`config.mk`:
```
export PLATFORM = sky130hd
export DESIGN_NAME = mosi_spi_buffer_combined
export DESIGN_NICKNAME = d
export VERILOG_FILES = /design/src/rtl/mosi_spi_buffer_combined.sv
export SDC_FILE = /design/constraint.sdc
export NUM_CORES = 1
export LEC_CHECK = 0
export CORE_MARGIN = 2
export CORE_UTILIZATION = 39
export DETAILED_ROUTE_END_ITERATION = 16
export PLACE_DENSITY_LB_ADDON = 0.15
export SYNTH_ARGS = -nofsm -noshare
export SYNTH_HDL_FRONTEND = slang
export SYNTH_SLANG_ARGS = --single-unit
```
`constraint.sdc`:
```
create_clock -name i_SCK -period 4 [get_ports i_SCK]
set_input_delay 0.8 -clock i_SCK [delete_from_list [all_inputs] [get_ports i_SCK]]
set_output_delay 0.8 -clock i_SCK [all_outputs]
set_load 0.05 [all_outputs]
```
`src/rtl/mosi_spi_buffer_combined.sv`:
```
// mosi_spi_buffer_combined: buffers up to N words with per-word D/C flags and shifts them out MSB first.
// Rev 1.0 - initial release.
`default_nettype none

module mosi_spi_buffer_combined #(
  parameter int WIDTH = 8,
  parameter int N     = 8
) (
  input  logic                 i_SCK,
  input  logic                 i_RST,
  input  logic [WIDTH*N-1:0]   i_DATA,
  input  logic [N-1:0]         i_DC,
  input  logic                 i_START,
  input  logic [4:0]           i_N_transmit,
  output logic                 o_MOSI_FINAL_BYTE,
  output logic                 o_MOSI,
  output logic                 o_CS,
  output logic                 o_DC,
  output logic                 o_MOSI_FINAL_BIT
);

  localparam int WIDX_W = (N > 1) ? $clog2(N) : 1;
  localparam int BIDX_W = (WIDTH > 1) ? $clog2(WIDTH) : 1;
  localparam int CNT_W  = WIDX_W + 1;
  localparam logic [BIDX_W-1:0] BIT_TOP = BIDX_W'(WIDTH - 1);
  localparam logic [CNT_W-1:0]  CNT_MAX = CNT_W'(N);

  typedef enum logic [0:0] {IDLE = 1'b0, SHIFT = 1'b1} state_t;

  state_t               state, nxt_state;
  logic [WIDTH*N-1:0]   data_buf, nxt_data;
  logic [N-1:0]         dc_buf, nxt_dcv;
  logic [CNT_W-1:0]     cnt, nxt_cnt, n_clamped;
  logic [WIDX_W-1:0]    word_idx, nxt_word;
  logic [BIDX_W-1:0]    bit_idx, nxt_bit;
  logic [WIDTH-1:0]     sel_word;
  logic                 last_bit, load, shifting;
  logic                 nxt_mosi, nxt_dc, nxt_fbit, nxt_fbyte;

  always_comb begin
    n_clamped = (i_N_transmit > 5'(N)) ? CNT_MAX : CNT_W'(i_N_transmit);
    last_bit  = (state == SHIFT) && (bit_idx == '0) && (CNT_W'(word_idx) == cnt - 1'b1);
    // A new burst may start from idle or seamlessly on the final bit of the current one.
    load      = ((state == IDLE) || last_bit) && i_START && (i_N_transmit != '0);

    nxt_state = IDLE;
    nxt_data  = data_buf;
    nxt_dcv   = dc_buf;
    nxt_cnt   = cnt;
    nxt_word  = '0;
    nxt_bit   = '0;

    if (load) begin
      nxt_state = SHIFT;
      nxt_data  = i_DATA;
      nxt_dcv   = i_DC;
      nxt_cnt   = n_clamped;
      nxt_word  = '0;
      nxt_bit   = BIT_TOP;
    end else if ((state == SHIFT) && !last_bit) begin
      nxt_state = SHIFT;
      if (bit_idx == '0) begin
        nxt_word = word_idx + 1'b1;
        nxt_bit  = BIT_TOP;
      end else begin
        nxt_word = word_idx;
        nxt_bit  = bit_idx - 1'b1;
      end
    end

    sel_word = '0;
    for (int k = 0; k < N; k++) begin
      if (nxt_word == WIDX_W'(k)) sel_word = nxt_data[k*WIDTH +: WIDTH];
    end

    // Outputs are derived from the next position so they are registered alongside it.
    shifting  = (nxt_state == SHIFT);
    nxt_mosi  = shifting && sel_word[nxt_bit];
    nxt_dc    = shifting && nxt_dcv[nxt_word];
    nxt_fbit  = shifting && (nxt_bit == '0);
    nxt_fbyte = nxt_fbit && (CNT_W'(nxt_word) == nxt_cnt - 1'b1);
  end

  always_ff @(posedge i_SCK) begin
    if (i_RST) begin
      state             <= IDLE;
      data_buf          <= '0;
      dc_buf            <= '0;
      cnt               <= '0;
      word_idx          <= '0;
      bit_idx           <= '0;
      o_CS              <= 1'b1;
      o_MOSI            <= 1'b0;
      o_DC              <= 1'b0;
      o_MOSI_FINAL_BIT  <= 1'b0;
      o_MOSI_FINAL_BYTE <= 1'b0;
    end else begin
      state             <= nxt_state;
      data_buf          <= nxt_data;
      dc_buf            <= nxt_dcv;
      cnt               <= nxt_cnt;
      word_idx          <= nxt_word;
      bit_idx           <= nxt_bit;
      o_CS              <= !shifting;
      o_MOSI            <= nxt_mosi;
      o_DC              <= nxt_dc;
      o_MOSI_FINAL_BIT  <= nxt_fbit;
      o_MOSI_FINAL_BYTE <= nxt_fbyte;
    end
  end

endmodule

`default_nettype wire

```
Word-level counts from Yosys, hierarchy flattened
Index checks and enable logic that the tools add are counted.
{"block": "op_classes", "addsub": 4, "bitwise": 1, "n_reduce_logical": 16, "muxes": 24, "n_eq_ne": 9, "order_cmp": 3}
{"op": "two-way mux 8 bit", "count": 9}
{"op": "two-way mux 64 bit", "count": 1}
{"op": "two-way mux 3 bit", "count": 6}
{"op": "== test 3 bit, second input constant", "count": 4}
{"op": "logical AND 1 bit", "count": 9}
{"op": "logical NOT 3 bit", "count": 3}
{"op": "== test 3 x 4 -> 1 bit", "count": 2}
{"op": "< comparator 3 x 4 -> 1 bit, second input constant", "count": 2}
{"op": "two-way mux 4 bit", "count": 2}
{"op": "subtractor 4 x 1 -> 4 bit, second input constant", "count": 2}
{"op": "binary-select mux 1 bit (select 3 bit)", "count": 2}
{"op": "== test 3 x 2 -> 1 bit, second input constant", "count": 2}
{"op": "greater-than comparator 5 x 4 -> 1 bit, second input constant", "count": 1}
{"op": "nonzero test 5 bit", "count": 1}
{"op": "two-way mux 1 bit", "count": 4}
{"op": "adder 3 x 1 -> 3 bit, second input constant", "count": 1}
{"op": "== test 3 x 1 -> 1 bit, second input constant", "count": 1}
{"op": "subtractor 3 x 1 -> 3 bit, second input constant", "count": 1}
{"op": "logical NOT 1 bit", "count": 2}
{"op": "logical OR 1 bit", "count": 1}
{"op": "inverter 1 bit", "count": 1}
{"block": "totals", "inputBits": 80, "out_inout_bits": 5, "reg_bits": 88}

Logic depth before layout (Yosys ltp)
{"block": "depth", "ltp_word": 19, "ltp_mapped": 13}

Worst setup path before layout
No wires, ideal clock.
{"block": "synth_timing", "kind": "input -> register", "from": "in i_N_transmit[4]", "to": "reg o_MOSI_FINAL_BYTE", "slack_ps": 905, "stages": 10, "t_arrival_ps": 3003, "n_path_buf": 1, "cell_sequence": "or4_4 o21a_4 o2bb2ai_4 buf_6 and3_1 a21oi_2 ha_1 o31ai_2 a21oi_1 nor4_1"}
{"block": "synth_via", "elab_chain_cells": 6, "word_cells_on_any_way": 13}
{"element": "from (decl)", "line_no": "14", "text": "input logic [4:0] i_N_transmit,"}
{"element": "greater-than comparator 5 x 4 -> 1 bit / nonzero test 5 bit (equally long branches)", "line_no": "41, 44"}
{"element": "two-way mux 4 bit / logical AND 1 bit (equally long branches)", "line_no": "41, 44"}
{"element": "two-way mux 4 bit / two-way mux 3 bit (equally long branches)", "line_no": "53", "text": "if (load) begin"}
{"element": "subtractor 4 x 1 -> 4 bit / logical NOT 3 bit (equally long branches)", "line_no": "81, 80"}
{"element": "== test 3 x 4 -> 1 bit / logical AND 1 bit (equally long branches)", "line_no": "81, 80"}
{"element": "logical AND 1 bit (*)", "line_no": "81", "text": "nxt_fbyte = nxt_fbit && (CNT_W'(nxt_word) == nxt_cnt - 1'b1);"}
{"element": "to (signal assigned)", "line_no": "108", "text": "o_MOSI_FINAL_BYTE <= nxt_fbyte;"}
{"element": "to (decl)", "line_no": "15", "text": "output logic o_MOSI_FINAL_BYTE,"}
Every way passes the cells marked *; elsewhere a longest branch is shown, timed or not.
A chain may end at the register's enable or synchronous reset.

Final worst setup path
{"block": "layout_timing", "from": "reg bit_idx[0]", "to": "reg o_MOSI"}
{"block": "layout_via", "elab_chain_cells": 19, "word_cells_on_any_way": 37}
{"element": "from (decl)", "line_no": "35", "text": "logic [BIDX_W-1:0] bit_idx, nxt_bit;"}
{"element": "from (signal assigned)", "line_no": "103", "text": "bit_idx <= nxt_bit;"}
{"element": "logical NOT 3 bit", "line_no": "42, 62"}
{"element": "logical AND 1 bit (2 in a row)", "line_no": "42", "text": "last_bit = (state == SHIFT) && (bit_idx == '0) && (CNT_W'(word_idx) == cnt - 1'b1);"}
{"element": "logical NOT 1 bit / logical OR 1 bit (equally long branches)", "line_no": "60, 44"}
{"element": "logical AND 1 bit (on tied branches)", "line_no": "60, 44"}
{"element": "two-way mux 3 bit / logical AND 1 bit (equally long branches)", "line_no": "60, 44"}
{"element": "two-way mux 3 bit", "line_no": "53"}
{"element": "logical NOT 3 bit", "line_no": "73", "text": "if (nxt_word == WIDX_W'(k)) sel_word = nxt_data[k*WIDTH +: WIDTH];"}
{"element": "two-way mux 8 bit (8 in a row)", "line_no": "73"}
{"element": "binary-select mux 1 bit (select 3 bit)", "line_no": "78", "text": "nxt_mosi = shifting && sel_word[nxt_bit];"}
{"element": "two-way mux 1 bit (implied by the code)", "line_no": "78"}
{"element": "logical AND 1 bit (*)", "line_no": "78"}
{"element": "to (signal assigned)", "line_no": "105", "text": "o_MOSI <= nxt_mosi;"}
{"element": "to (decl)", "line_no": "16", "text": "output logic o_MOSI,"}
Every way passes the cells marked *; elsewhere a longest branch is shown, timed or not. The select of a mux whose other input is x is not followed.

==> out/results.tsv <==
metric	value	unit
status	completed	
post-DR vias/cell	5.543	
Reg clk slew, reported paths	0.09	ns
Max Used Layer	met4	
Rel. slew slack	39.27	%
Post-Syn Area per Cell	7.686	um2
setup TNS	0	ns
DRT met1 WL	5.920	mm
post-synthesis cell type count	57	
clk sinks	88	
total inserted antenna cells	0	
Fin Clk Skew	0.01183	ns
Least-Margin Pin Slew	0.9065	ns
sequential area share after synthesis	41.00	%
# port buffers	84	
global-route usage over all layers	23.12	%
Final Setup Violations	0	
crit path kind	flop to flop	
Async S/R FF share, synth	0	%
GRT Residual Overflow	0	
crit start category	flop	
Nets	715	
yosys warns	0	
buffers and inverters on the worst path	1	
# DRC	0	
slowest stage delay, CP	0.62	ns
top_reg_cell synth	dfxtp_1	
most common cell after layout, fill and taps aside	nand2_1	
placed inst area	5273	um2
die width	109.0	um
via count	4296	
Routed WL	13.43	mm
Slew Limit Fails	0	
largest net degree at the start of global routing	65	
CTS tree	yes	
cell family contributing the most delay on the critical path	simple AND/OR/NAND/NOR gates	
Post-synth EDFFs	0	
final hold violations	0	
initial antenna violation count	0	
DRT Pass-1 Iters	5	
CTS max path bufs	2	
Routed WL per cell	17.32	um
post-cts sizing count	0	
Synthesized Nets	644	
fmax	300.1	MHz
Yosys reg bits	88	
Starting Density	39.81	%
MaxCap Viol Count	0	
most frequent cells in the layout	nand2_1, dfxtp_1, a21oi_1	
GPL Wtd Cong	0.8955	
Worst EP arrival	3.64	ns
Boundary Pins	85	
htree depth	3	
flop2flop setup slack	0.67	ns
power per cell area	364.6	nW/um2
min Tclk post-route	3.332	ns
mapped cell area	4297	um2
placed cell count	759	
Cell Rows	38	
share of layout cells above drive strength 1	7.402	%
CP max-delay cell	nor2_1	
Die ar.	11870	um2
Die Ht	109.0	um
root buffer cell	clkbuf_8	
clock latency on the worst-skew pair	0.36	ns
hold_buf cts	0	
Period Utilization, post-route	83.30	%
postcts setup bufs	0	
Hold WC Path Type	flop to flop	
P_leak	2.012	nW
core area	10790	um2
RSZ-0062 raised after global routing	false	
DR iter-0 viols	279	
final instance area	5463	um2
first-pass GRT wire length	21.06	mm
DP Wirelength	9.543	mm
kind of end point of the critical path	flop	
DR WL met3	671	um
worst vdd ir	0.1621	mV
TritonCTS Buffers	9	
vias in the first global route	4071	
worst path cell trace	inv_1 -> ha_1 -> nand2b_1 -> mux2_2 -> nor2_1 -> a21oi_1 -> o211ai_1 -> a211oi_1 -> nor3_1 -> o311a_1	
Critical Path Fanout Max	24	
critical path required time	4.31	ns
hold slack	0.4580	ns
final total power	1.992	mW
met2 WL post-DR	6.617	mm
Post-Layout Cell Count	775	
Syn Inst Count	559	
DRT antenna net count	0	
Area Overhead vs Synth	27.14	%
==> flip-flops by register name, indices dropped and copies added (netlist names) <==
name and flops:
o_MOSI 1, o_MOSI_FINAL_BYTE 1, data_buf 64, cnt 4, word_idx 3, o_MOSI_FINAL_BIT 1
dc_buf 8, state 1, o_CS 1, o_DC 1, bit_idx 3
==> area by class of cell <==
cell class	instances	area, um2
inverters	9	33.78
repair buffers	98	953.4
clock buffers	11	151.4
clock inverters	5	38.79
well taps	140	175.2
multi-input cells	424	2349
flip-flops and latches	88	1762
fillers	1066	5330
==> layer usage <==
layer | up-vias | GRT usage [%]
met5 | - | 0
met4 | 0 | 7.509
met3 | 14 | 4.005
met2 | 136 | 38.42
met1 | 2048 | 30.38
li1 | 2098 | -
==> logic make-up after synthesis <==
logic type      Yosys count  synth area share (%)
buf+inv                  47                 4.572
fa+ha+maj                 5                 1.456
simple gates            228                 21.90
compound gates          159                 23.03
flops                    88                 41.00
mux                      22                 5.504
xor+xnor                 10                 2.534
==> Yosys cell counts (2+ instances only) <==
library cell    n  area [um2]
a211oi_1        6       45.04
mux2_2          3       33.78
nor4_1          4       25.02
mux2i_1        18       180.2
xor2_1          3       26.28
nor2b_1         3       18.77
buf_1           5       18.77
o2111ai_1       2       17.52
a31oi_1         6       37.54
a221oi_1        2       17.52
o211ai_1        3       22.52
inv_1           9       33.78
xnor2_1         5       43.79
nor2_1         36       135.1
nand3_1         9       45.04
a32oi_1         2       17.52
and3_1          3       18.77
nand2b_1        2       12.51
nand2_1       155       581.8
ha_1            5       62.56
clkbuf_1       22       82.58
a2111oi_0       2       17.52
a222oi_1        5       50.05
o21ai_0        24       120.1
dfxtp_1        88        1762
o21ai_1         3       15.01
buf_2          10       50.05
nand4_1         2       12.51
a21oi_1        84       420.4
o22ai_1         4       25.02
nor3_1          8       40.04
==> final timing paths <==
| kind | startpoint | endpoint | cells after the start |
|---|---|---|---|
| worst min register to register | data_buf[18] | data_buf[18] | 2 |
| worst max register to register | bit_idx[0] | o_MOSI | 10 |
| worst max-delay path | bit_idx[0] | o_MOSI | 10 |
| worst min-delay path | data_buf[18] | data_buf[18] | 2 |
==> power breakdown <==
part | total (mW) | internal, mW | switching [mW]
sequential | 0.959 | 0.927 | 0.0327
combinational | 0.434 | 0.187 | 0.247
clock | 0.599 | 0.265 | 0.334
==> tightest hold or removal path, cell delays in order, from the launching register on <==
cell and delay [ns]:
dfxtp_1 0.32, nand2_1 0.05, a21oi_1 0.05
==> per-stage QoR <==
step / util (%) / setup WS (ns)
final: 50.61 / 0.6682
after CTS: 50.61 / 0.6812
after floorplan: - / 0.9048
after global placement: 48.85 / 0.3772
after global routing: 50.61 / 0.4227
after detailed placement: 48.85 / 0.3313
Note: power is estimated with default switching activity, not from simulation.
